### src/rtl/mul_seq_unit.sv
// Iterative radix-2 shift-add multiplier for the EX stage.
// Operands are converted to magnitudes at start, multiplied unsigned over
// WIDTH cycles, and the sign is re-applied on the final iteration so the
// registered result is valid in the single DONE cycle.
//
// Handshake: start_i is a request that is accepted only when the unit is not
// running (IDLE or DONE) and flush_i is low; there is no ready signal, the
// requester watches busy_o. done_o is a one-cycle valid pulse for result_o,
// which holds until the next completed operation.
module mul_seq_unit #(
  parameter int WIDTH = 32
) (
  input  logic               clk_i,
  input  logic               rst_i,
  input  logic               start_i,
  input  logic               signed_i,
  input  logic [WIDTH-1:0]   src1_i,
  input  logic [WIDTH-1:0]   src2_i,
  input  logic               flush_i,
  output logic               busy_o,
  output logic               done_o,
  output logic [2*WIDTH-1:0] result_o,
  output logic [1:0]         state_o
);

  localparam int CW = $clog2(WIDTH) + 1;

  typedef enum logic [1:0] {
    S_IDLE = 2'd0,
    S_RUN  = 2'd1,
    S_DONE = 2'd2
  } state_t;

  state_t             state_q;
  state_t             state_d;
  logic               accept;
  logic               last_iter;

  logic [WIDTH-1:0]   mcand_q;
  logic [WIDTH-1:0]   mplier_q;
  logic [2*WIDTH-1:0] prod_q;
  logic [CW-1:0]      cnt_q;
  logic               sign_q;

  logic [WIDTH-1:0]   mag1;
  logic [WIDTH-1:0]   mag2;
  logic [WIDTH-1:0]   addend;
  logic [WIDTH:0]     sum;
  logic [2*WIDTH-1:0] prod_step;
  logic [2*WIDTH-1:0] result_next;

  assign state_o   = state_q;
  assign last_iter = (cnt_q == CW'(WIDTH - 1));

  // Operand magnitudes; -2^(WIDTH-1) negates to itself, which is the correct
  // unsigned magnitude.
  assign mag1 = (signed_i && src1_i[WIDTH-1]) ? -src1_i : src1_i;
  assign mag2 = (signed_i && src2_i[WIDTH-1]) ? -src2_i : src2_i;

  // One shift-add step: conditional add into the upper half with carry, then
  // shift {carry, product} right by one.
  always_comb begin
    addend      = mplier_q[0] ? mcand_q : '0;
    sum         = {1'b0, prod_q[2*WIDTH-1:WIDTH]} + {1'b0, addend};
    prod_step   = {sum, prod_q[WIDTH-1:1]};
    result_next = sign_q ? -prod_step : prod_step;
  end

  // Control state register.
  always_ff @(posedge clk_i or posedge rst_i) begin
    if (rst_i) begin
      state_q <= S_IDLE;
    end else begin
      state_q <= state_d;
    end
  end

  // Next-state logic; flush overrides everything, including a start.
  always_comb begin
    state_d = state_q;
    accept  = 1'b0;
    case (state_q)
      S_IDLE: begin
        if (start_i) begin
          state_d = S_RUN;
          accept  = 1'b1;
        end
      end
      S_RUN: begin
        if (last_iter) state_d = S_DONE;
      end
      S_DONE: begin
        if (start_i) begin
          state_d = S_RUN;
          accept  = 1'b1;
        end else begin
          state_d = S_IDLE;
        end
      end
      default: state_d = S_IDLE;
    endcase
    if (flush_i) begin
      state_d = S_IDLE;
      accept  = 1'b0;
    end
  end

  // Registered status outputs follow the state being entered.
  always_ff @(posedge clk_i or posedge rst_i) begin
    if (rst_i) begin
      busy_o <= 1'b0;
      done_o <= 1'b0;
    end else begin
      busy_o <= (state_d == S_RUN);
      done_o <= (state_d == S_DONE);
    end
  end

  // Datapath: latch on accept, iterate while running, publish on last step.
  always_ff @(posedge clk_i or posedge rst_i) begin
    if (rst_i) begin
      mcand_q  <= '0;
      mplier_q <= '0;
      prod_q   <= '0;
      cnt_q    <= '0;
      sign_q   <= 1'b0;
      result_o <= '0;
    end else if (accept) begin
      mcand_q  <= mag1;
      mplier_q <= mag2;
      prod_q   <= '0;
      cnt_q    <= '0;
      sign_q   <= signed_i & (src1_i[WIDTH-1] ^ src2_i[WIDTH-1]);
    end else if (state_q == S_RUN && !flush_i) begin
      prod_q   <= prod_step;
      mplier_q <= mplier_q >> 1;
      cnt_q    <= cnt_q + CW'(1);
      if (last_iter) result_o <= result_next;
    end
  end

endmodule

### config.mk
export PLATFORM = sky130hd
export DESIGN_NAME = mul_seq_unit
export DESIGN_NICKNAME = d
export VERILOG_FILES = /design/src/rtl/mul_seq_unit.sv
export SDC_FILE = /design/constraint.sdc
export NUM_CORES = 1
export LEC_CHECK = 0
export ABC_AREA = 1
export CORE_ASPECT_RATIO = 0.75
export CORE_UTILIZATION = 64
export CTS_BUF_LIST = sky130_fd_sc_hd__clkbuf_4
export CTS_CLUSTER_SIZE = 8
export DETAILED_ROUTE_END_ITERATION = 10
export GPL_TIMING_DRIVEN = 0
export PLACE_DENSITY = 0.88
export SLEW_MARGIN = 15
export SYNTH_ARGS = -nofsm -noshare
export SYNTH_HDL_FRONTEND = slang
export SYNTH_SLANG_ARGS = --single-unit
### constraint.sdc
create_clock -name clk_i -period 21.4 [get_ports clk_i]
set_input_delay 5.35 -clock clk_i [delete_from_list [all_inputs] [get_ports clk_i]]
set_output_delay 5.35 -clock clk_i [all_outputs]
set_load 0.02 [all_outputs]
==> metrics.md <==
| Metric | Value |
|---|---|
| Worst path depth | `8` |
| Initial Util | `0.663` |
| Top FF cell, synth | `dfrtp_1` |
| Most frequent cells in the layout | `608 x nand2_1, 280 x inv_1, 202 x dfrtp_1` |
| Outcome | `finished clean` |
| Multi-input logic area | `0.00725 sq mm` |
| Seq/Total Area, Yosys | `0.371` |
| Top routing layer in use | `met4` |
| Actual slew at the worst max-slew pin | `0.925 ns` |
| WP data required | `21.98 ns` |
| Worst vdd ir | `between 40 and 50 uV` |
| Met3 Routed Length | `4.56 mm` |
| Post-synth EDFFs | `0` |
| Largest family of logic cells by synthesized area | `simple AND/OR/NAND/NOR gates` |
| Upper clock frequency limit | `0.126 GHz` |
| RePlAce Congestion | `between 0.9 and 1` |
| Dpl hpwl | `32.0 mm` |
| Clock-pin slew on the worst setup and hold paths | `0.07 ns` |
| Via density | `5.84` |
| Mapped cell area | `0.0136 sq mm` |
| Post-synthesis mux area share | `0` |
| Rel. slew slack | `0.380` |
| Die area | `0.0219 sq mm` |
| Layout cell share with drive strength beyond 1 | `0.0675` |
| Crit path top cell by count | `nand3_1` |
| Commonest non-fill, non-tap cell in the layout | `nand2_1` |
| CTS Buf Count | `~50` |
| Ys async rst share | `1.00` |
| Vias in the first global route | `13,900` |
| Post-Synthesis Net Count | `2,096` |
| Worst Skew | `between 0.02 and 0.03 ns` |
| Sum of negative setup slack | `0 ns` |
| Slew Limit Fails | `0` |
| Antenna violations before repair | `1` |
| Worst-path cell chain | `clkdlybuf4s50_1, nor3_2, inv_2, nand3_1, clkbuf_1, clkinv_1, nand3_1, nand2_1` |
| Maxcap violations | `0` |
| FF+latch area | `0.00505 sq mm` |
| Post-Synthesis Cells | `1,990` |
| Core ar. | `0.0206 sq mm` |
| Post-synthesis simple-gate area fraction | `0.326` |
| Synth Area in XOR/XNOR | `0.0500` |
| Area growth syn-to-layout | `17.0%` |
| Clk root buf | `clkbuf_4` |
| Crit-path max cell delay | `0.71 ns` |
| DR WL met2 | `~18 mm` |
| Synth Area per Inst | `6.85 sq um` |
| Skew-Pair Late Insertion Delay | `0.70 ns` |
| Wire length on met1 | `18.2 mm` |
| Leak | `between 0.008 and 0.009 uW` |
| Data arrival, critical path | `8.49 ns` |
| Yosys warning count | `0` |
| Crit path buffers/inverters | `4` |
| Setup violators final | `0` |
| Crit Path Class | `in -> reg` |
| WL final | `42.3 mm` |
| Die width | `171 microns` |
| First-pass GRT wire length | `68.2 mm` |
| Initial drt markers | `between 1,500 and 2,000` |
| WL per Instance | `17.0 microns` |
| TritonCTS clock tree | `done` |
| Post-cts sizing count | `0` |
| Postcts setup bufs | `0` |
| FF-to-FF path depth | `20` |
| Clock sinks | `between 200 and 250` |
| Tcrit/Tclk final | `0.370` |
| Filler cells | `1,557` |
| GR Util All Layers | `0.396` |
| Congestion Overflow GR | `0` |
| Adder-Cell Fraction of Synth Area | `0.0345` |
| Crit path time final | `a little under 8 ns` |
| I/O pin count | `approximately 140` |
| Seq cells post-synth | `202` |
| Fin nets | `around 2,300` |
| Top delay family on crit path | `buffers and inverters` |
| PD cells | `84.4 mW/mm^2` |
| CP startpoint kind | `primary input` |
| Hold Crit Class | `reg -> reg` |
| Crit. End Element | `flop` |
| Rows | `45` |
| Worst hold stages | `2` |
| Bufs on Longest Clock Path | `3` |
| Post-route ant nets | `0` |
| Critical Path Slowest Stage Cell | `nor3_2` |
| Netlist cell types | `45` |
| Pin count of the biggest net entering global routing | `108` |
| Setup repair after global routing missed its margin | `no` |
| Pre-Repair DR Iteration Count | `6` |
| H-tree Lvls | `2` |
| Final Hold Fails | `0` |
| Critical path fanouts, max | `10` |
| Compound-Gate Fraction of Synth Area | `0.121` |
| Hold-fix buffers, CTS | `0` |
| Via count | `14,500` |
| I/O Buffers | `136` |
| Total power | `1350 uW` |
| Die Ht | `128 microns` |
| DR DRC count | `0` |
[registers in the layout (all words and copies together), names as in the netlist]
register,count
result_o,64
prod_q,63
mcand_q,32
mplier_q,32
cnt_q,6
state_o,2
busy_o,1
done_o,1
sign_q,1
[stage by stage]
stage | hold WS (ns) | std cells | cell area, sq um | util | worst slack [ns]
final | 0.487 | 2491 | 16000 | 0.776 | 13.49
after global routing | 0.498 | 2491 | 16000 | 0.776 | 13.42
after CTS | 0.488 | 2490 | 15900 | 0.776 | 13.63
after detailed placement | 0.471 | 2409 | 15400 | 0.748 | 12.91
after global placement | 0.468 | 2408 | 15300 | 0.747 | 8.01
after floorplan | 0.449 | 1990 | 13600 | - | 10.54
[Yosys cell counts, types with 7 or more instances]
| library cell | count | area [sq um] |
|---|---|---|
| inv_1 | 281 | 1050 |
| nand2_1 | 608 | 2280 |
| ha_1 | 36 | 450 |
| o22ai_1 | 33 | 206 |
| nor2_1 | 163 | 612 |
| nand3b_1 | 7 | 52.6 |
| clkbuf_1 | 58 | 218 |
| nor3_1 | 21 | 105 |
| dfrtp_1 | 202 | 5050 |
| a31oi_1 | 8 | 50.1 |
| nand3_1 | 136 | 681 |
| nor2_2 | 15 | 93.8 |
| nand3_2 | 10 | 100 |
| nand4_1 | 22 | 138 |
| a21oi_1 | 44 | 220 |
| xor2_1 | 66 | 578 |
| xnor2_1 | 10 | 87.6 |
| o21ai_0 | 148 | 741 |
| nand2_2 | 27 | 169 |
| o221ai_1 | 28 | 245 |
[worst paths after layout]
kind	to	slack [ns]	from
worst min register to register	mcand_q[31]	0.49	mcand_q[31]
worst min-delay path	mcand_q[31]	0.49	mcand_q[31]
worst max register to register	result_o[58]	17.50	mplier_q[0]
max in group asynchronous	prod_q[34]	15.25	rst_i
min in group asynchronous	mplier_q[17]	5.20	rst_i
worst max-delay path	result_o[51]	13.49	flush_i
[layer usage]
layer,up-vias,GRT usage
li1,6786,-
met1,6804,0.569
met2,858,0.601
met3,97,0.0658
met4,0,0.153
met5,-,0
[area by class of cell]
cell class | instances | area share
Timing Repair Buffer | 137 | 0.0871
Antenna cell | 1 | 0.000157
Multi-Input combinational cell | 1437 | 0.454
Buffer | 61 | 0.0148
Clock buffer | 67 | 0.0315
Clock inverter | 14 | 0.00424
Inverter | 290 | 0.0687
Sequential cell | 202 | 0.317
Tap cell | 282 | 0.0221
[kinds of logic after synthesis]
| kind of cell | Yosys count |
|---|---|
| buffers and inverters | 351 |
| AOI/OAI and AO/OA | 287 |
| xor gates and xnor gates | 77 |
| adders and majority gates | 37 |
| and+or+nand+nor | 1036 |
| DFF | 202 |
[worst min-delay path, stage by stage, from the launching register on]
cell	delay, ns
dfrtp_1	0.35
nand2_1	0.05
nand2_1	0.05
[report_power, final]
group / switching [uW] / total (uW) / internal [uW]
clock: 163 / 308 / 145
combinational: 393 / 574 / 182
sequential: 30.1 / 463 / 433
Power figures use the tool's default switching activity.
